`src/rtl/timer_pkg.sv`:
```
// Shared definitions for the stopwatch/countdown timer: state encoding, second range
// and minute-field width helper.
`timescale 1ns/1ps
package timer_pkg;

  typedef enum logic [2:0] {
    ST_IDLE  = 3'd0,
    ST_SET   = 3'd1,
    ST_RUN   = 3'd2,
    ST_PAUSE = 3'd3,
    ST_DONE  = 3'd4
  } state_t;

  localparam logic [5:0] SEC_MAX = 6'd59;

  function automatic int min_width(input int min_max);
    return $clog2(min_max + 1);
  endfunction

endpackage

```
`src/rtl/timer_prescaler.sv`:
```
// Cycle prescaler: counts 0..TICK_DIV-1 while enabled and pulses o_tick on the terminal
// value; i_clr zeroes it. Used for the counted second and the alarm blink.
`timescale 1ns/1ps
module timer_prescaler #(
  parameter int unsigned TICK_DIV = 50_000_000
) (
  input  logic clk,
  input  logic rst_n,
  input  logic i_en,
  input  logic i_clr,
  output logic o_tick
);

  localparam int unsigned PW = $clog2(TICK_DIV);
  localparam logic [PW-1:0] LAST = PW'(TICK_DIV - 1);

  logic [PW-1:0] r_cnt;

  assign o_tick = i_en && (r_cnt == LAST);

  always_ff @(posedge clk or negedge rst_n) begin
    if (!rst_n) begin
      r_cnt <= '0;
    end else if (i_clr) begin
      r_cnt <= '0;
    end else if (i_en) begin
      r_cnt <= (r_cnt == LAST) ? '0 : r_cnt + PW'(1);
    end
  end

endmodule

```
`src/rtl/timer_ctrl_core.sv`:
```
// Stopwatch/countdown timer core: control FSM, second prescaler and binary MM:SS count.
// Optional expiry alarm blink is built when TIMER_ALARM_EN is defined.
`timescale 1ns/1ps
module timer_ctrl_core
  import timer_pkg::*;
#(
  parameter  int unsigned TICK_DIV = 50_000_000,
  parameter  int unsigned MIN_MAX  = 99,
  localparam int unsigned MIN_W    = min_width(int'(MIN_MAX))
) (
  input  logic             clk,
  input  logic             rst_n,
  input  logic             start,
  input  logic             stop,
  input  logic             clear,
  input  logic             sec_inc,
  input  logic             min_inc,
  input  logic             mode_down,
  output logic [5:0]       sec,
  output logic [MIN_W-1:0] min,
  output logic             running,
  output logic             setting,
  output logic             done,
  output logic             alarm
);

  localparam logic [MIN_W-1:0] MIN_TOP = MIN_W'(MIN_MAX);

  state_t           r_state, w_state_nxt;
  logic [5:0]       r_sec, w_sec_nxt, w_sec_inc1, w_cnt_sec;
  logic [MIN_W-1:0] r_min, w_min_nxt, w_min_inc1, w_cnt_min;
  logic             r_dir, w_dir_nxt;
  logic             r_running, r_setting, r_done;
  logic             w_presc_clr, w_tick, w_zero, w_start_ok, w_cnt_end, w_in_run;

  assign w_zero     = (r_sec == 6'd0) && (r_min == '0);
  assign w_start_ok = start && !(mode_down && w_zero);
  assign w_in_run   = (r_state == ST_RUN);

  assign w_sec_inc1 = (r_sec == SEC_MAX) ? 6'd0 : r_sec + 6'd1;
  assign w_min_inc1 = (r_min == MIN_TOP) ? '0 : r_min + MIN_W'(1);

  // Value the count takes on a tick, and whether that value is the terminal one.
  assign w_cnt_sec = r_dir ? ((r_sec == 6'd0) ? SEC_MAX : r_sec - 6'd1) : w_sec_inc1;
  assign w_cnt_min = r_dir ? ((r_sec == 6'd0) ? r_min - MIN_W'(1) : r_min)
                           : ((r_sec == SEC_MAX) ? w_min_inc1 : r_min);
  assign w_cnt_end = r_dir ? ((w_cnt_sec == 6'd0) && (w_cnt_min == '0))
                           : ((w_cnt_sec == SEC_MAX) && (w_cnt_min == MIN_TOP));

  timer_prescaler #(.TICK_DIV(TICK_DIV)) u_presc (
    .clk    (clk),
    .rst_n  (rst_n),
    .i_en   (w_in_run),
    .i_clr  (w_presc_clr),
    .o_tick (w_tick)
  );

  always_comb begin
    w_state_nxt = r_state;
    w_sec_nxt   = r_sec;
    w_min_nxt   = r_min;
    w_dir_nxt   = r_dir;
    w_presc_clr = 1'b0;
    if (clear) begin
      w_state_nxt = ST_IDLE;
      w_sec_nxt   = '0;
      w_min_nxt   = '0;
      w_presc_clr = 1'b1;
    end else begin
      case (r_state)
        ST_IDLE, ST_SET: begin
          if (w_start_ok) begin
            w_state_nxt = ST_RUN;
            w_dir_nxt   = mode_down;
            w_presc_clr = 1'b1;
          end else if (sec_inc || min_inc) begin
            w_state_nxt = ST_SET;
            if (sec_inc) w_sec_nxt = w_sec_inc1;
            if (min_inc) w_min_nxt = w_min_inc1;
          end
        end
        ST_RUN: begin
          if (w_tick) begin
            w_sec_nxt = w_cnt_sec;
            w_min_nxt = w_cnt_min;
            if (w_cnt_end) w_state_nxt = ST_DONE;
          end
          if (stop && !(w_tick && w_cnt_end)) w_state_nxt = ST_PAUSE;
        end
        ST_PAUSE: if (start) w_state_nxt = ST_RUN;
        ST_DONE:  ;
        default:  w_state_nxt = ST_IDLE;
      endcase
    end
  end

  always_ff @(posedge clk or negedge rst_n) begin
    if (!rst_n) begin
      r_state   <= ST_IDLE;
      r_sec     <= '0;
      r_min     <= '0;
      r_dir     <= 1'b0;
      r_running <= 1'b0;
      r_setting <= 1'b0;
      r_done    <= 1'b0;
    end else begin
      r_state   <= w_state_nxt;
      r_sec     <= w_sec_nxt;
      r_min     <= w_min_nxt;
      r_dir     <= w_dir_nxt;
      r_running <= (w_state_nxt == ST_RUN);
      r_setting <= (w_state_nxt == ST_SET);
      r_done    <= (w_state_nxt == ST_DONE);
    end
  end

  assign sec     = r_sec;
  assign min     = r_min;
  assign running = r_running;
  assign setting = r_setting;
  assign done    = r_done;

`ifdef TIMER_ALARM_EN
  logic w_in_done, w_not_done, w_blink_tick, r_alarm;

  assign w_in_done  = (r_state == ST_DONE);
  assign w_not_done = !w_in_done;

  timer_prescaler #(.TICK_DIV(TICK_DIV)) u_blink (
    .clk    (clk),
    .rst_n  (rst_n),
    .i_en   (w_in_done),
    .i_clr  (w_not_done),
    .o_tick (w_blink_tick)
  );

  always_ff @(posedge clk or negedge rst_n) begin
    if (!rst_n) begin
      r_alarm <= 1'b0;
    end else if (clear) begin
      r_alarm <= 1'b0;
    end else if ((w_state_nxt == ST_DONE) && !w_in_done) begin
      r_alarm <= 1'b1;
    end else if (w_in_done && w_blink_tick) begin
      r_alarm <= !r_alarm;
    end
  end

  assign alarm = r_alarm;
`else
  assign alarm = 1'b0;
`endif

endmodule
```
`config.mk`:
```
export PLATFORM = sky130hd
export DESIGN_NAME = timer_ctrl_core
export DESIGN_NICKNAME = d
export VERILOG_FILES = /design/src/rtl/timer_pkg.sv /design/src/rtl/timer_prescaler.sv /design/src/rtl/timer_ctrl_core.sv
export SDC_FILE = /design/constraint.sdc
export NUM_CORES = 1
export LEC_CHECK = 0
export ABC_AREA = 1
export CAP_MARGIN = 30
export CORE_MARGIN = 3
export CORE_UTILIZATION = 60
export DETAILED_ROUTE_END_ITERATION = 16
export PLACE_DENSITY = 0.92
export REMOVE_ABC_BUFFERS = 1
export SYNTH_ARGS = -nofsm -noshare
export SYNTH_HDL_FRONTEND = slang
export SYNTH_SLANG_ARGS = --single-unit
```
`constraint.sdc`:
```
create_clock -name clk -period 2.99 [get_ports clk]
set_clock_uncertainty 0.1 [all_clocks]
set_input_delay 0.598 -clock clk [delete_from_list [all_inputs] [get_ports clk]]
set_output_delay 0.598 -clock clk [all_outputs]
set_load 0.03 [all_outputs]
```
Yosys cells after proc, flatten, opt, wreduce, memory -nomap -nowiden
Index checks and enable logic that the tools add are counted.

cells by class
  equality and inequality tests = 17
  add/subtract/negate cells = 5
  bitwise gates (word level) = 1
  reductions and logical operators = 22
  multiplexer cells = 34

operator list
  operator                 number
  $mux W26                 3
  $mux W7                  9
  $mux W6                  8
  $add A26 B1 Y26 const B  1
  $eq A26 B26 Y1 const B   1
  $mux W3                  7
  $ne A3 B3 Y1 const B     5
  $eq A7 B7 Y1 const B     2
  $logic_not A7 Y1         2
  $pmux W7 S2              1
  $eq A6 B6 Y1 const B     2
  $logic_not A6 Y1         2
  $pmux W3 S4              1
  $pmux W6 S2              1
  $reduce_and A5 Y1        2
  $eq A3 B2 Y1 const B     3
  $logic_and A1 B1 Y1      8
  $add A7 B1 Y7 const B    1
  $sub A7 B1 Y7 const B    1
  $add A6 B1 Y6 const B    1
  $eq A3 B1 Y1 const B     2
  $eq A3 B3 Y1 const B     2
  $sub A6 B1 Y6 const B    1
  $mux W1                  4
  8 further kinds          9

word-level totals
  register bits after elaboration = 46
  logic and storage cells = 87

Depth between registers and ports, before layout
  word-level depth = 14
  mapped depth = 17

Modules after synthesis
From an unflattened synthesis, not the netlist that was laid out.

second synthesis, totals
  cell total of the unflattened synthesis = 571
  area total of the unflattened synthesis = 3739.8 sq um

modules (own cells, without submodules)
  module           cells each  instances  seq. area each (sq um)  area an instance (sq um)
  timer_ctrl_core  325         1          500.5                   2052.0
  timer_prescaler  246         1          650.6                   1687.9

Worst setup path before layout
OpenSTA, ideal clock, no wires.

  kind = reg2reg
  from = register r_min[0], in the netlist min[0]
  to = register u_presc.r_cnt[13]
  clock period less this slack = 2508 ps
  required time = 2762 ps
  arrival = 2280 ps
  slack = 482 ps
  stages on the path, launching flop included = 14
  path through = dfrtp_1 clkinv_1 ha_1 and3_1 a31oi_4 nand2_2 nand2_2 inv_4 nand2_8 nand2_1 nor2_1 nand2_1 nand2_1 a22oi_1

on the way
  longest elaborated chain between the ends = 9
  elaborated cells on any way between the ends = 10

RTL lines
  item                                                   line                    RTL
  from (decl)                                            timer_ctrl_core.sv:31   logic [MIN_W-1:0] r_min, w_min_nxt, w_min_inc1, w_cnt_min;
  from (signal assigned)                                 timer_ctrl_core.sv:109  r_min <= w_min_nxt;
  $logic_not A7 Y1 *                                     timer_ctrl_core.sv:36   assign w_zero = (r_sec == 6'd0) && (r_min == '0);
  $logic_and A1 B1 Y1 *                                  timer_ctrl_core.sv:36
  $logic_and A1 B1 Y1 *                                  timer_ctrl_core.sv:37   assign w_start_ok = start && !(mode_down && w_zero);
  $logic_not A1 Y1 *                                     timer_ctrl_core.sv:37
  $logic_and A1 B1 Y1 *                                  timer_ctrl_core.sv:37
  $mux W1 *                                              timer_ctrl_core.sv:72   if (w_start_ok) begin
  $mux W1 *                                              timer_ctrl_core.sv:70   case (r_state)
  $mux W1 *                                              timer_ctrl_core.sv:64   if (clear) begin
  $mux W26 / $reduce_bool A2 Y1 (equally long branches)  n/a
  to (signal assigned)                                   timer_prescaler.sv:27   r_cnt <= (r_cnt == LAST) ? '0 : r_cnt + PW'(1);
  to (decl)                                              timer_prescaler.sv:17   logic [PW-1:0] r_cnt;

Mark *: on every way between the ends. The rest lies on a longest branch, timed or not.
A chain may end at the register's enable or synchronous reset.

Final worst setup path
  from = register r_min[0], in the netlist min[0]
  to = register u_presc.r_cnt[23]

Same word-level chain as after synthesis.

==> flow_metrics.env <==
export IMPL_seq_power_share_pct=28.0
export IMPL_synthCells=523
export IMPL_clockBufferDepth=2
export IMPL_setup_viol=0
export IMPL_dp_hpwl_mm=6.92
export IMPL_grt_pass1_wl_mm=15.9
export IMPL_io_pins=25
export IMPL_initial_core_util_pct=63.2
export IMPL_tns_ps=0
export IMPL_synth_cell_area_um2=3560
export IMPL_numPortBuffers=23
export IMPL_slew_headroom_pct=67.2
export IMPL_area_growth_pct=11.2
export IMPL_drt_wl_total_mm=9.33
export IMPL_grt_overflow_total=0
export IMPL_yosysUniqueCellTypes=44
export IMPL_synth_flop_cell="dfrtp_1"
export IMPL_grt_max_degree=39
export IMPL_cts_setup_buffers=0
export IMPL_min_period_ps=2580
export IMPL_leakagePower_nw=1.80
export IMPL_startpoint="min[0]"
export IMPL_die_w_um=83.1
export IMPL_core_um2=5640
export IMPL_core_rowCount=27
export IMPL_synth_top_cell_by_area="dfrtp_1"
export IMPL_drc=0
export IMPL_dieArea_um2=6900
export IMPL_r2r_start="min[0]"
export IMPL_vias_per_cell=6.06
export IMPL_p_sw_mw=1.64
export IMPL_hp_class="input port to asynchronous set/reset pin"
export IMPL_grt_setup_unrepaired="false"
export IMPL_antennaDiodeCount=0
export IMPL_critPathArrivalTime_ps=2680
export IMPL_path_clk_slew_ps=90
export IMPL_drt_met1_wl_mm=4.03
export IMPL_p_comb_share_pct=57.2
export IMPL_required_ps=3090
export IMPL_cp_endpoint="u_presc.r_cnt[23]"
export IMPL_cp_end_kind="flip-flop"
export IMPL_worst_r2r_setup_slack_ps=410
export IMPL_cts_htree_levels=2
export IMPL_ys_seq_elements=46
export IMPL_internal_power_mw=1.59
export IMPL_dr_wl_met3_um=801
export IMPL_ctsResizeCount=0
export IMPL_gp_congestion=0.981
export IMPL_route_met2_wl_mm=4.26
export IMPL_cts_tree="built"
export IMPL_drv_cap=0
export IMPL_maxUsedRoutingLayer="met4"
export IMPL_status="complete, no violations"
export IMPL_die_y_um=83.1
export IMPL_cts_buffers=5
export IMPL_ys_seq_area_share_pct=32.3
export IMPL_dr_total_vias=3744
export IMPL_power_density_nw_per_um2=814
export IMPL_clkPwrFrac_pct=14.8
export IMPL_path_class="flip-flop to flip-flop"
export IMPL_detail_route_wl_per_cell_um=15.1
export IMPL_swShare_pct=50.8
export IMPL_drv_slew=0
export IMPL_dr_first_iter_drc_count=313
export IMPL_antenna_found_initial=0
export IMPL_worst_slew_pin_slew_ps=488
export IMPL_cts_root_buf="clkbuf_8"
export IMPL_synthArstFlopShare_pct=100
export IMPL_synth_top_area_share_pct=32.3
export IMPL_nets=559
export IMPL_clock_sinks=46
export IMPL_cp_max_fo=18
export IMPL_ys_warn_count=0
export IMPL_ctsHoldBuffers=0
export IMPL_layout_drive_gt1_share_pct=10.6
export IMPL_grt_pass1_vias=3448
export IMPL_hold_violations=0
export IMPL_avgSynthCellArea_um2=6.81
export IMPL_clk_latency_ps=310
export IMPL_placed_area_um2=3850
export IMPL_fin_crit_sh_pct=86.2
export IMPL_firstDrtPassIters=5
export IMPL_irDropWorstVdd_mv=0.730
export IMPL_synthTopCellsByArea="dfrtp_1 (32%), nand2_1 (13%), nand3_1 (6.6%), inv_1 (6.3%), nor2_1 (5.2%)"
export IMPL_cp_start_kind="flip-flop"
export IMPL_gr_usage_all_layers_pct=27.5
export IMPL_fmax_ghz=0.388
export IMPL_rr_worst_depth=13
export IMPL_postRouteAntennaNets=0
export IMPL_final_cell_area_um2=3960
export IMPL_synth_edf_count=0
export IMPL_reg2reg_to="u_presc.r_cnt[23]"
final cells by class:
type                    instances  area, um2
clock buffers                   6       72.6
clock inverters                 2       37.5
fillers                       462       1680
inverters                      73        279
multi-input cells             391       2060
flip-flops and latches         46       1150
well taps                      72       90.1
repair buffers                 28        275
metrics by stage:
step / util [%] / power, mW / hold WS, ps / setup slack [ps] / std cells
after floorplan: - / 2.18 / 202 / 260 / 510
after global placement: 67.9 / 2.65 / 366 / 468 / 609
after detailed placement: 68.3 / 2.70 / 380 / 423 / 610
after CTS: 70.2 / 3.19 / 46.0 / 436 / 618
after global routing: 70.2 / 3.47 / 40.8 / 177 / 618
final: 70.2 / 3.23 / 47.4 / 412 / 618
routing by layer:
layer	track usage [%]	vias to the layer above
li1	-	1783
met1	37.5	1717
met2	43.5	211
met3	5.06	33
met4	10.5	0
met5	0	-
worst min-delay path by stage:
stage | from | endpoint | slack (ps) | cells past startpoint
2_1_floorplan | rst_n | done | 200 | 0
3_3_place_gp | u_presc.r_cnt[15] | u_presc.r_cnt[15] | 370 | 1
3_5_place_dp | rst_n | min[0] | 380 | 1
4_1_cts | rst_n | min[0] | 50 | 1
5_1_grt | rst_n | min[0] | 40 | 1
6_report | rst_n | min[0] | 50 | 1
power groups by stage:
stage | logic [mW] | clock network [mW] | registers (mW)
CTS | 1.82 | 0.480 | 0.895
global placement | 1.75 | 0 | 0.903
global route | 2.03 | 0.512 | 0.924
floorplan | 1.16 | 0 | 1.02
finish | 1.84 | 0.478 | 0.903
detailed placement | 1.80 | 0 | 0.906
synthesized netlist by cell type, types with 5 or more instances:
master	instances
inv_1	60
nor4_1	5
nand2_1	126
a21oi_2	8
nand3_1	47
a21oi_1	21
xor2_1	9
o21ai_0	26
nor2_1	49
ha_1	6
nor3_1	16
nand4_1	27
nor2_2	7
inv_2	9
buf_2	7
dfrtp_1	46
o21ai_1	6
nand2_2	5
registers in the layout, indices dropped and copies added (netlist names):
signal and count:
running 1, r_dir 1, done 1, min 7, setting 1, sec 6
u_presc.r_cnt 26, r_state 3
layout by cell type (no fill, tap or decap), types with 2 or more instances in the layout:
| cell type | instances |
|---|---|
| nand2_1 | 126 |
| inv_1 | 60 |
| nor2_1 | 49 |
| nand3_1 | 47 |
| dfrtp_1 | 46 |
| nand4_1 | 27 |
| o21ai_0 | 26 |
| clkdlybuf4s50_1 | 22 |
| a21oi_1 | 21 |
| nor3_1 | 16 |
| inv_2 | 9 |
| xor2_1 | 9 |
| a21oi_2 | 8 |
| nor2_2 | 7 |
| o21ai_1 | 6 |
| ha_1 | 6 |
| nand2_2 | 5 |
| nor4_1 | 5 |
| clkbuf_8 | 5 |
| o22ai_1 | 4 |
| buf_4 | 4 |
| nand3_4 | 3 |
| or2_2 | 3 |
| clkinv_1 | 2 |
| inv_4 | 2 |
| o211ai_1 | 2 |
| nor3_2 | 2 |
| and3_1 | 2 |
| a31oi_1 | 2 |
| o21a_1 | 2 |
kinds of logic (layout without fill, tap and decap cells):
kind of cell	after synthesis	in the layout	share of synthesized area, %
AOI/OAI and AO/OA	78	78	13.4
xor gates and xnor gates	10	10	2.46
adders and majority gates	6	6	2.11
buffers and inverters	86	109	9.97
DFF	46	46	32.3
other	1	1	0.105
and+or+nand+nor	296	296	39.6
critical path, cell delays in order (launching register included):
cell and delay [ps]:
dfrtp_1 500, clkinv_1 280, ha_1 260, and3_1 200, a31oi_4 190, nand2_2 80, nand2_2 100, inv_4 60
nand2_8 120, nand3_4 120, nor2_4 180, nand4_1 130, nand2_1 90, a21oi_1 40
Power figures use the tool's default switching activity.
